**src/rtl/full_adder_if.sv**
```systemverilog
// Operand/result bundle for the registered ripple-carry adder.
// The producer drives operands through master; the adder uses slave.
interface full_adder_if #(
  parameter int unsigned WIDTH = 1
);
  logic             in_valid;
  logic [WIDTH-1:0] a;
  logic [WIDTH-1:0] b;
  logic             cin;
  logic [WIDTH-1:0] sum;
  logic             c;
  logic             ovf;
  logic             out_valid;

  modport master (
    output in_valid,
    output a,
    output b,
    output cin,
    input  sum,
    input  c,
    input  ovf,
    input  out_valid
  );

  modport slave (
    input  in_valid,
    input  a,
    input  b,
    input  cin,
    output sum,
    output c,
    output ovf,
    output out_valid
  );
endinterface

```
**src/rtl/full_adder.sv**
```systemverilog
// Parameterised ripple-carry adder with a registered sum, carry-out and signed overflow.
// One cycle of latency, one operation per cycle, no backpressure.
module full_adder #(
  parameter int unsigned WIDTH = 1
) (
  input  logic        clk,
  input  logic        rst,
  full_adder_if.slave bus_io
);

  // k[i] is the carry into bit i; k[WIDTH] is the carry out of the MSB.
  logic [WIDTH:0]   k;
  logic [WIDTH-1:0] s;

  assign k[0] = bus_io.cin;

  for (genvar i = 0; i < WIDTH; i++) begin : gen_cell
    logic p;
    logic g;
    // Two half adders: first on a/b, second folds in the incoming carry.
    assign p      = bus_io.a[i] ^ bus_io.b[i];
    assign g      = bus_io.a[i] & bus_io.b[i];
    assign s[i]   = p ^ k[i];
    assign k[i+1] = g | (p & k[i]);
  end

  logic [WIDTH-1:0] sum_d, sum_q;
  logic             c_d, c_q;
  logic             ovf_d, ovf_q;
  logic             out_valid_d, out_valid_q;

  always_comb begin
    sum_d       = sum_q;
    c_d         = c_q;
    ovf_d       = ovf_q;
    out_valid_d = 1'b0;
    if (bus_io.in_valid) begin
      sum_d       = s;
      c_d         = k[WIDTH];
      ovf_d       = k[WIDTH] ^ k[WIDTH-1];
      out_valid_d = 1'b1;
    end
  end

  always_ff @(posedge clk) begin
    if (rst) begin
      sum_q       <= '0;
      c_q         <= 1'b0;
      ovf_q       <= 1'b0;
      out_valid_q <= 1'b0;
    end else begin
      sum_q       <= sum_d;
      c_q         <= c_d;
      ovf_q       <= ovf_d;
      out_valid_q <= out_valid_d;
    end
  end

  assign bus_io.sum       = sum_q;
  assign bus_io.c         = c_q;
  assign bus_io.ovf       = ovf_q;
  assign bus_io.out_valid = out_valid_q;

endmodule

```
**src/flat_wrapper.sv**
```systemverilog
// flat-port wrapper written by rule: the top's interface ports become plain ports
module full_adder_flat 
#(
  parameter int unsigned WIDTH = 1
)
  (clk, rst, bus_io_in_valid, bus_io_a, bus_io_b, bus_io_cin, bus_io_sum, bus_io_c, bus_io_ovf, bus_io_out_valid);
  full_adder_if #(.WIDTH(WIDTH)) bus_io_i ();
  input  logic clk;
  input  logic rst;
  input wire logic [$bits(bus_io_i.in_valid)-1:0] bus_io_in_valid;
  input wire logic [$bits(bus_io_i.a)-1:0] bus_io_a;
  input wire logic [$bits(bus_io_i.b)-1:0] bus_io_b;
  input wire logic [$bits(bus_io_i.cin)-1:0] bus_io_cin;
  output wire logic [$bits(bus_io_i.sum)-1:0] bus_io_sum;
  output wire logic [$bits(bus_io_i.c)-1:0] bus_io_c;
  output wire logic [$bits(bus_io_i.ovf)-1:0] bus_io_ovf;
  output wire logic [$bits(bus_io_i.out_valid)-1:0] bus_io_out_valid;
  assign bus_io_i.in_valid = bus_io_in_valid;
  assign bus_io_i.a = bus_io_a;
  assign bus_io_i.b = bus_io_b;
  assign bus_io_i.cin = bus_io_cin;
  assign bus_io_sum = bus_io_i.sum;
  assign bus_io_c = bus_io_i.c;
  assign bus_io_ovf = bus_io_i.ovf;
  assign bus_io_out_valid = bus_io_i.out_valid;
  full_adder #(.WIDTH(WIDTH)) u_core (.clk(clk), .rst(rst), .bus_io(bus_io_i));
endmodule
```
**config.mk**
```make
export PLATFORM = sky130hd
export DESIGN_NAME = full_adder_flat
export DESIGN_NICKNAME = d
export VERILOG_FILES = /design/src/rtl/full_adder_if.sv /design/src/rtl/full_adder.sv /design/src/flat_wrapper.sv
export SDC_FILE = /design/constraint.sdc
export NUM_CORES = 1
export LEC_CHECK = 0
export ABC_AREA = 0
export CORE_AREA = 3 3 40 42
export CTS_CLUSTER_DIAMETER = 40
export DETAILED_ROUTE_END_ITERATION = 12
export DIE_AREA = 0 0 43 45
export DONT_BUFFER_PORTS = 1
export GPL_ROUTABILITY_DRIVEN = 1
export PLACE_DENSITY = 0.3
export SLEW_MARGIN = 10
export SYNTH_ARGS = -nofsm -noshare
export SYNTH_HDL_FRONTEND = slang
export SYNTH_SLANG_ARGS = --single-unit
```
**constraint.sdc**
```tcl
create_clock -name clk -period 1.7 [get_ports clk]
set_input_delay 0.51 -clock clk [delete_from_list [all_inputs] [get_ports clk]]
set_output_delay 0.51 -clock clk [all_outputs]
set_load 0.1 [all_outputs]
```
# After elaboration in Yosys (flattened, before gate mapping)
# Index checks and enable logic that the tools add are counted.
# op_classes
mux	1
n_bitwise	6
# ops
cell	n
XOR 1 bit	3
AND 1 bit	2
2-to-1 mux 1 bit	1
bitwise OR 1 bit	1
# word_totals
ff_bits	4
in_bits	6
out_inout_bits	4
wordCells	11

# Logic depth before layout (Yosys ltp)
# Gate-level depths: netlist (run 1).
# depth
word_depth	4
ltp_mapped	3

# Worst setup path before layout (run 1)
# No wires, ideal clock.
# synth_path
path_kind	register to output
from	register u_core.ovf_q, in the netlist u_core.bus_io.ovf
to	output port bus_io_ovf
arrival_ns	0.925
slack_ns	0.265
stages_incl_launch_ff	1
path_cell_list	dfxtp_1
# synth_lines
item	line_no	source
start, declared	full_adder.sv:29	logic ovf_d, ovf_q;
start signal, assigned	full_adder.sv:54	ovf_q <= ovf_d;
end, declared	flat_wrapper.sv:16	output wire logic [$bits(bus_io_i.ovf)-1:0] bus_io_ovf;
# No word-level cell between the ends.

# Worst setup path in the final report (run 1)
# layout_path
from	register u_core.sum_q, in the netlist u_core.bus_io.sum
to	output port bus_io_sum
# layout_lines
item	line_no	source
start, declared	full_adder.sv:27	logic [WIDTH-1:0] sum_d, sum_q;
start signal, assigned	full_adder.sv:52	sum_q <= sum_d;
end, declared	flat_wrapper.sv:14	output wire logic [$bits(bus_io_i.sum)-1:0] bus_io_sum;
# No word-level cell between the ends.

==> impl_metrics.json, run 1 <==
{
  "period_share_pct": 79.84,
  "clk_latency_ps": 230,
  "hold_viol_final": 0,
  "final_antenna_net_count": 0,
  "vias_per_cell": 3.343,
  "crit_chain": "buf_4",
  "arrival_ps": 850,
  "max_stage_delay_ps": 330,
  "r2r-end": "u_core.bus_io.c",
  "yosysSeqAreaShare_pct": 52.03,
  "yosysWarnings": 0,
  "synth_nets": 20,
  "hold_end": "u_core.bus_io.out_valid",
  "layout-drive-gt1-share_pct": 35.00,
  "vias": 117,
  "timing.rr.start": "u_core.bus_io.c",
  "synth_seq_cells": 4,
  "r2r_slack_ps": 840,
  "multi_input_area_um2": 73.82,
  "synth_cells": 13,
  "cts_buffer_depth": 2,
  "finalWirelength_um": 306,
  "wire_per_inst_um": 8.743,
  "cts_buffers": 3,
  "grt_pass1_vias": 122,
  "nNetsFinal": 29,
  "cp-end-kind": "output port",
  "ctsResizeCount": 0,
  "p_per_area_nw_per_um2": 1310,
  "grt_use_met3_pct": 5.578,
  "drc": 0,
  "areaGrowthSynthToFinish_pct": 46.34,
  "hold-path-cell-count": 1,
  "slew_violations": 0,
  "fin_skew_ps": 0,
  "avgSynthCellArea_um2": 11.84,
  "drt_pass1_iterations": 2,
  "min_period_ps": 1357,
  "fin_tns_setup_ps": 0,
  "p_leak_uw": 0.00009767,
  "fillers": 142,
  "floorplan.initialDensity_pct": 11.98,
  "die_w_um": 43,
  "final_util_pct": 17.53,
  "path_max_fanout": 2,
  "worstMarginPinSlew_ps": 288.6,
  "synth_cell_types": 7,
  "antenna_found_initial": 0,
  "rsz0062_at_grt": "false",
  "grt_pass1_wl_um": 565,
  "clkSinkCount": 4,
  "status": "complete, no violations",
  "root_buffer": "clkbuf_4",
  "critPathKind": "register to output port",
  "die_height_um": 45,
  "irDropWorstVdd_v": 0.0004024,
  "cp.buffers_inverters": 1,
  "ios": 10,
  "cts_max_level": 1,
  "core_um2": 1285,
  "hold_start": "rst",
  "register_area_um2": 80.08,
  "track_usage_pct": 4.496,
  "slowest_stage": "dfxtp_1",
  "rows": 13,
  "busiest_layer": "met3",
  "grt_overflow": 0,
  "grt_use_met2_pct": 4.192,
  "cts_tree": "done",
  "grtUsageMet1_pct": 4.819,
  "grt_max_degree": 6,
  "timing.fmax_ghz": 0.7368,
  "cts_setup_buffers": 0,
  "finalSetupViolations": 0,
  "cp.required_ps": 1190,
  "portBuffers": 0,
  "path_delay_family": "flip-flops",
  "hp-class": "input port to register",
  "worstRegToRegCells": 3,
  "drv_cap": 0,
  "path_clk_slew_ps": 30,
  "ctsHoldBuffers": 0,
  "dieArea_um2": 1935,
  "netlist_area_um2": 153.9,
  "slew_headroom_pct": 80.76,
  "startpoint_type": "register",
  "drt_iter0_drc": 3,
  "diodes": 0,
  "gp_congestion": 0.6369
}
## flip-flops by register name (all words and copies together), names as in the netlist
| name | flops |
|---|---|
| u_core.bus_io.c | 1 |
| u_core.bus_io.out_valid | 1 |
| u_core.bus_io.ovf | 1 |
| u_core.bus_io.sum | 1 |
## cells in the final DEF (no fill, tap or decap)
cell type / count
a211oi_1: 1
buf_4: 4
clkbuf_4: 3
dfxtp_1: 4
fa_1: 1
mux2i_1: 2
nor2_1: 3
nor2b_1: 1
xnor2_1: 1
## layout make-up
type / instances / share of cell area, %
Tap cell: 15 / 8.333
Clock buffer: 3 / 10.00
Sequential cell: 4 / 35.56
Timing Repair Buffer: 4 / 13.33
Multi-Input combinational cell: 9 / 32.78
## where the power goes
part / total (uW) / internal [uW] / switching, uW
Combinational: 79.5 / 18.7 / 60.7
Clock: 111 / 78.5 / 32.6
Sequential: 105 / 102 / 2.89
Total: 295 / 199 / 96.2
## metal layers
layer	wire, um	part of all wire [%]
met1	135	44
met2	98	32
met3	72	24
met4	0	0
met5	0	0
## synthesized netlist by cell type, drive strengths merged
library cell / instances / area, um^2
mux2i: 2 / 20.02
nor2b: 1 / 6.260
dfxtp: 4 / 80.08
fa: 1 / 20.02
nor2: 3 / 11.26
xnor2: 1 / 8.760
a211oi: 1 / 7.510
## per-stage QoR
step | total power, uW | cells | setup WS [ps] | hold slack, ps | area, um^2
final | 295.1 | 35 | 342.7 | 347.7 | 225.2
after global routing | 317.2 | 35 | 299.7 | 329.4 | 225.2
after CTS | 303.4 | 35 | 333.6 | 336.1 | 225.2
after detailed placement | 185.7 | 32 | 307.7 | 493.7 | 202.7
after global placement | 185.7 | 32 | 294.5 | 481.9 | 202.7
after floorplan | 171.6 | 13 | 264.9 | 581.6 | 153.9
## how the worst max path moves through the flow
stage	end	slack, ps	start	depth (start not counted)
after floorplan	bus_io_ovf	260	u_core.bus_io.ovf	0
after global placement	u_core.bus_io.ovf	290	bus_io_cin	3
after detailed placement	u_core.bus_io.ovf	310	bus_io_cin	3
after CTS	bus_io_sum	330	u_core.bus_io.sum	1
after global routing	bus_io_ovf	300	u_core.bus_io.ovf	1
final	bus_io_sum	340	u_core.bus_io.sum	1
## cells by family after synthesis
family	Yosys count	share of synthesized area, %
flops	4	52.03
compound gates	1	4.880
fa+ha+maj	1	13.01
xor+xnor	1	5.692
simple gates	4	11.38
mux	2	13.01
(Power assumes the default switching activity.)
==> run 2, diff against run 1 <==
==> constraint.sdc (replaced) <==
create_clock -name clk -period 1.2 [get_ports clk]
set_input_delay 0.36 -clock clk [delete_from_list [all_inputs] [get_ports clk]]
set_output_delay 0.36 -clock clk [all_outputs]
set_load 0.1 [all_outputs]
==> run 2 against run 1 <==
  * Routed wire length did not move
  * Critical endpoint is now bus_io_ovf
  * Sequential cell count did not move
  * Global-route usage fell by 0.33 points
  * Worst setup slack got worse by 260 ps
  * Count of clock-buffer cells in the layout did not move
  * Register-to-register slack got worse by 400 ps
  * Sequential power rose by 48%
  * Clock skew did not move
  * First-iteration DRC count rose by 33%
  * Via count rose by 0.85%
  * Highest routed layer unchanged
==> impl_metrics.json, run 2 (synthesis gave the netlist of run 1 again) <==
{
  "hold-path-cell-count": 1,
  "status": "complete, no violations",
  "floorplan.initialDensity_pct": 11.98,
  "finalSetupViolations": 0,
  "path_max_fanout": 2,
  "vias": 118,
  "rsz0062_at_grt": "false",
  "cts_buffers": 3,
  "r2r-end": "u_core.bus_io.c",
  "hold_viol_final": 0,
  "grt_pass1_vias": 129,
  "track_usage_pct": 4.163,
  "rows": 13,
  "root_buffer": "clkbuf_4",
  "areaGrowthSynthToFinish_pct": 82.11,
  "hold_end": "u_core.bus_io.out_valid",
  "path_clk_slew_ps": 40,
  "finalWirelength_um": 306,
  "p_leak_uw": 0.0001127,
  "worstRegToRegCells": 3,
  "vias_per_cell": 3.371,
  "drt_pass1_iterations": 2,
  "die_w_um": 43,
  "wire_per_inst_um": 8.743,
  "p_per_area_nw_per_um2": 1644,
  "cts_setup_buffers": 0,
  "path_delay_family": "flip-flops",
  "timing.rr.start": "u_core.bus_io.c",
  "clk_latency_ps": 230,
  "cts_max_level": 1,
  "worstMarginPinSlew_ps": 172.8,
  "p_clk_share_pct": 36.5,
  "placed_cell_area_um2": 257.7,
  "post-place-ws_ps": -66.48,
  "ios": 10,
  "mostFrequentLayoutCells": "buf_12, dfxtp_2, nor2_1, clkbuf_4, mux2i_1",
  "final_antenna_net_count": 0,
  "cts_buffer_depth": 2,
  "stdcell_area_um2": 280.3,
  "ctsHoldBuffers": 0,
  "hold_start": "rst",
  "fin_skew_ps": 0,
  "crit_chain": "buf_12",
  "slew_violations": 0,
  "grt_overflow": 0,
  "r2r_slack_ps": 440,
  "antenna_found_initial": 0,
  "fin_tns_setup_ps": 0,
  "netSwitchingFraction_pct": 32.87,
  "startpoint_type": "register",
  "irDropWorstVdd_v": 0.0007277,
  "grt_pass1_wl_um": 524,
  "die_height_um": 45,
  "nNetsFinal": 29,
  "drt_iter0_drc": 4,
  "timing.fmax_ghz": 0.8990,
  "gp_congestion": 0.5173,
  "dieArea_um2": 1935,
  "intPower_uw": 309.4,
  "period_share_pct": 92.70,
  "fin_ws_ps": 87.60,
  "max_stage_delay_ps": 340,
  "ctsResizeCount": 0,
  "hp-class": "input port to register",
  "p_switching_uw": 151.5,
  "slew_headroom_pct": 88.41,
  "cp.required_ps": 840,
  "cp-end-kind": "output port",
  "layout-drive-gt1-share_pct": 55.00,
  "slowest_stage": "dfxtp_2",
  "cts_tree": "done",
  "min_period_ps": 1112,
  "cp.buffers_inverters": 1,
  "arrival_ps": 750,
  "clkSinkCount": 4,
  "final_util_pct": 21.81,
  "portBuffers": 0,
  "power_frac_comb_pct": 29.8,
  "grt_max_degree": 6,
  "diodes": 0,
  "core_um2": 1285,
  "drv_cap": 0,
  "seq_power_share_pct": 33.7,
  "drc": 0,
  "critPathKind": "register to output port"
}
-- run 2: cell count changes in the layout (fill, tap and decap cells not counted) --
cell / change
buf_12: +4
dfxtp_1: -4
buf_4: -4
dfxtp_2: +4
-- run 2: worst max-delay path by stage --
stage | slack [ps] | to | from | cells past startpoint
after floorplan | -10 | u_core.bus_io.ovf | bus_io_cin | 3
final | 90 | bus_io_ovf | u_core.bus_io.ovf | 1
after global placement | -40 | u_core.bus_io.ovf | bus_io_cin | 3
after CTS | 80 | bus_io_ovf | u_core.bus_io.ovf | 1
after global routing | 70 | bus_io_ovf | u_core.bus_io.ovf | 1
after detailed placement | -70 | u_core.bus_io.ovf | bus_io_cin | 3
-- run 2: per-layer routing --
metal / part of all wire, % / wire, um / vias up / GRT usage, %
met2: 30 / 93 / 12 / 3.892
met1: 44 / 135 / 49 / 4.578
li1: - / - / 57 / -
met3: 25 / 76 / 0 / 7.171
met4: 0 / 0 / 0 / 0
met5: 0 / 0 / - / 0
-- run 2: power by group through the flow --
stage | Sequential [uW] | Combinational, uW | Clock [uW]
2_1_floorplan | 226 | 20.0 | 0
3_3_place_gp | 157 | 138 | 0
3_5_place_dp | 158 | 138 | 0
4_1_cts | 155 | 138 | 174
5_1_grt | 156 | 142 | 184
6_report | 155 | 137 | 168
-- run 2: final cells by class --
cell class / count / area, um^2
clock buffers: 3 / 22.52
well taps: 15 / 18.77
fillers: 139 / 1005
repair buffers: 4 / 80.08
flip-flops and latches: 4 / 85.08
multi-input cells: 9 / 73.82
-- run 2: metrics by stage --
step / cells / power (uW) / hold WS [ps]
after floorplan: 13 / 245.9 / 424.2
after global placement: 32 / 295.2 / 426.9
after detailed placement: 32 / 295.6 / 427.5
after CTS: 35 / 467.2 / 180.0
after global routing: 35 / 482.3 / 176.8
final: 35 / 460.9 / 183.7
==> run 3, diff against run 2 <==
--- a/config.mk
+++ b/config.mk
@@ -13,6 +13,7 @@
 export DONT_BUFFER_PORTS = 1
 export GPL_ROUTABILITY_DRIVEN = 1
 export PLACE_DENSITY = 0.3
+export SKIP_CTS_REPAIR_TIMING = 1
 export SLEW_MARGIN = 10
 export SYNTH_ARGS = -nofsm -noshare
 export SYNTH_HDL_FRONTEND = slang
==> results of run 3 <==
The final DEF is identical to that of run 2; final timing and power are the same.
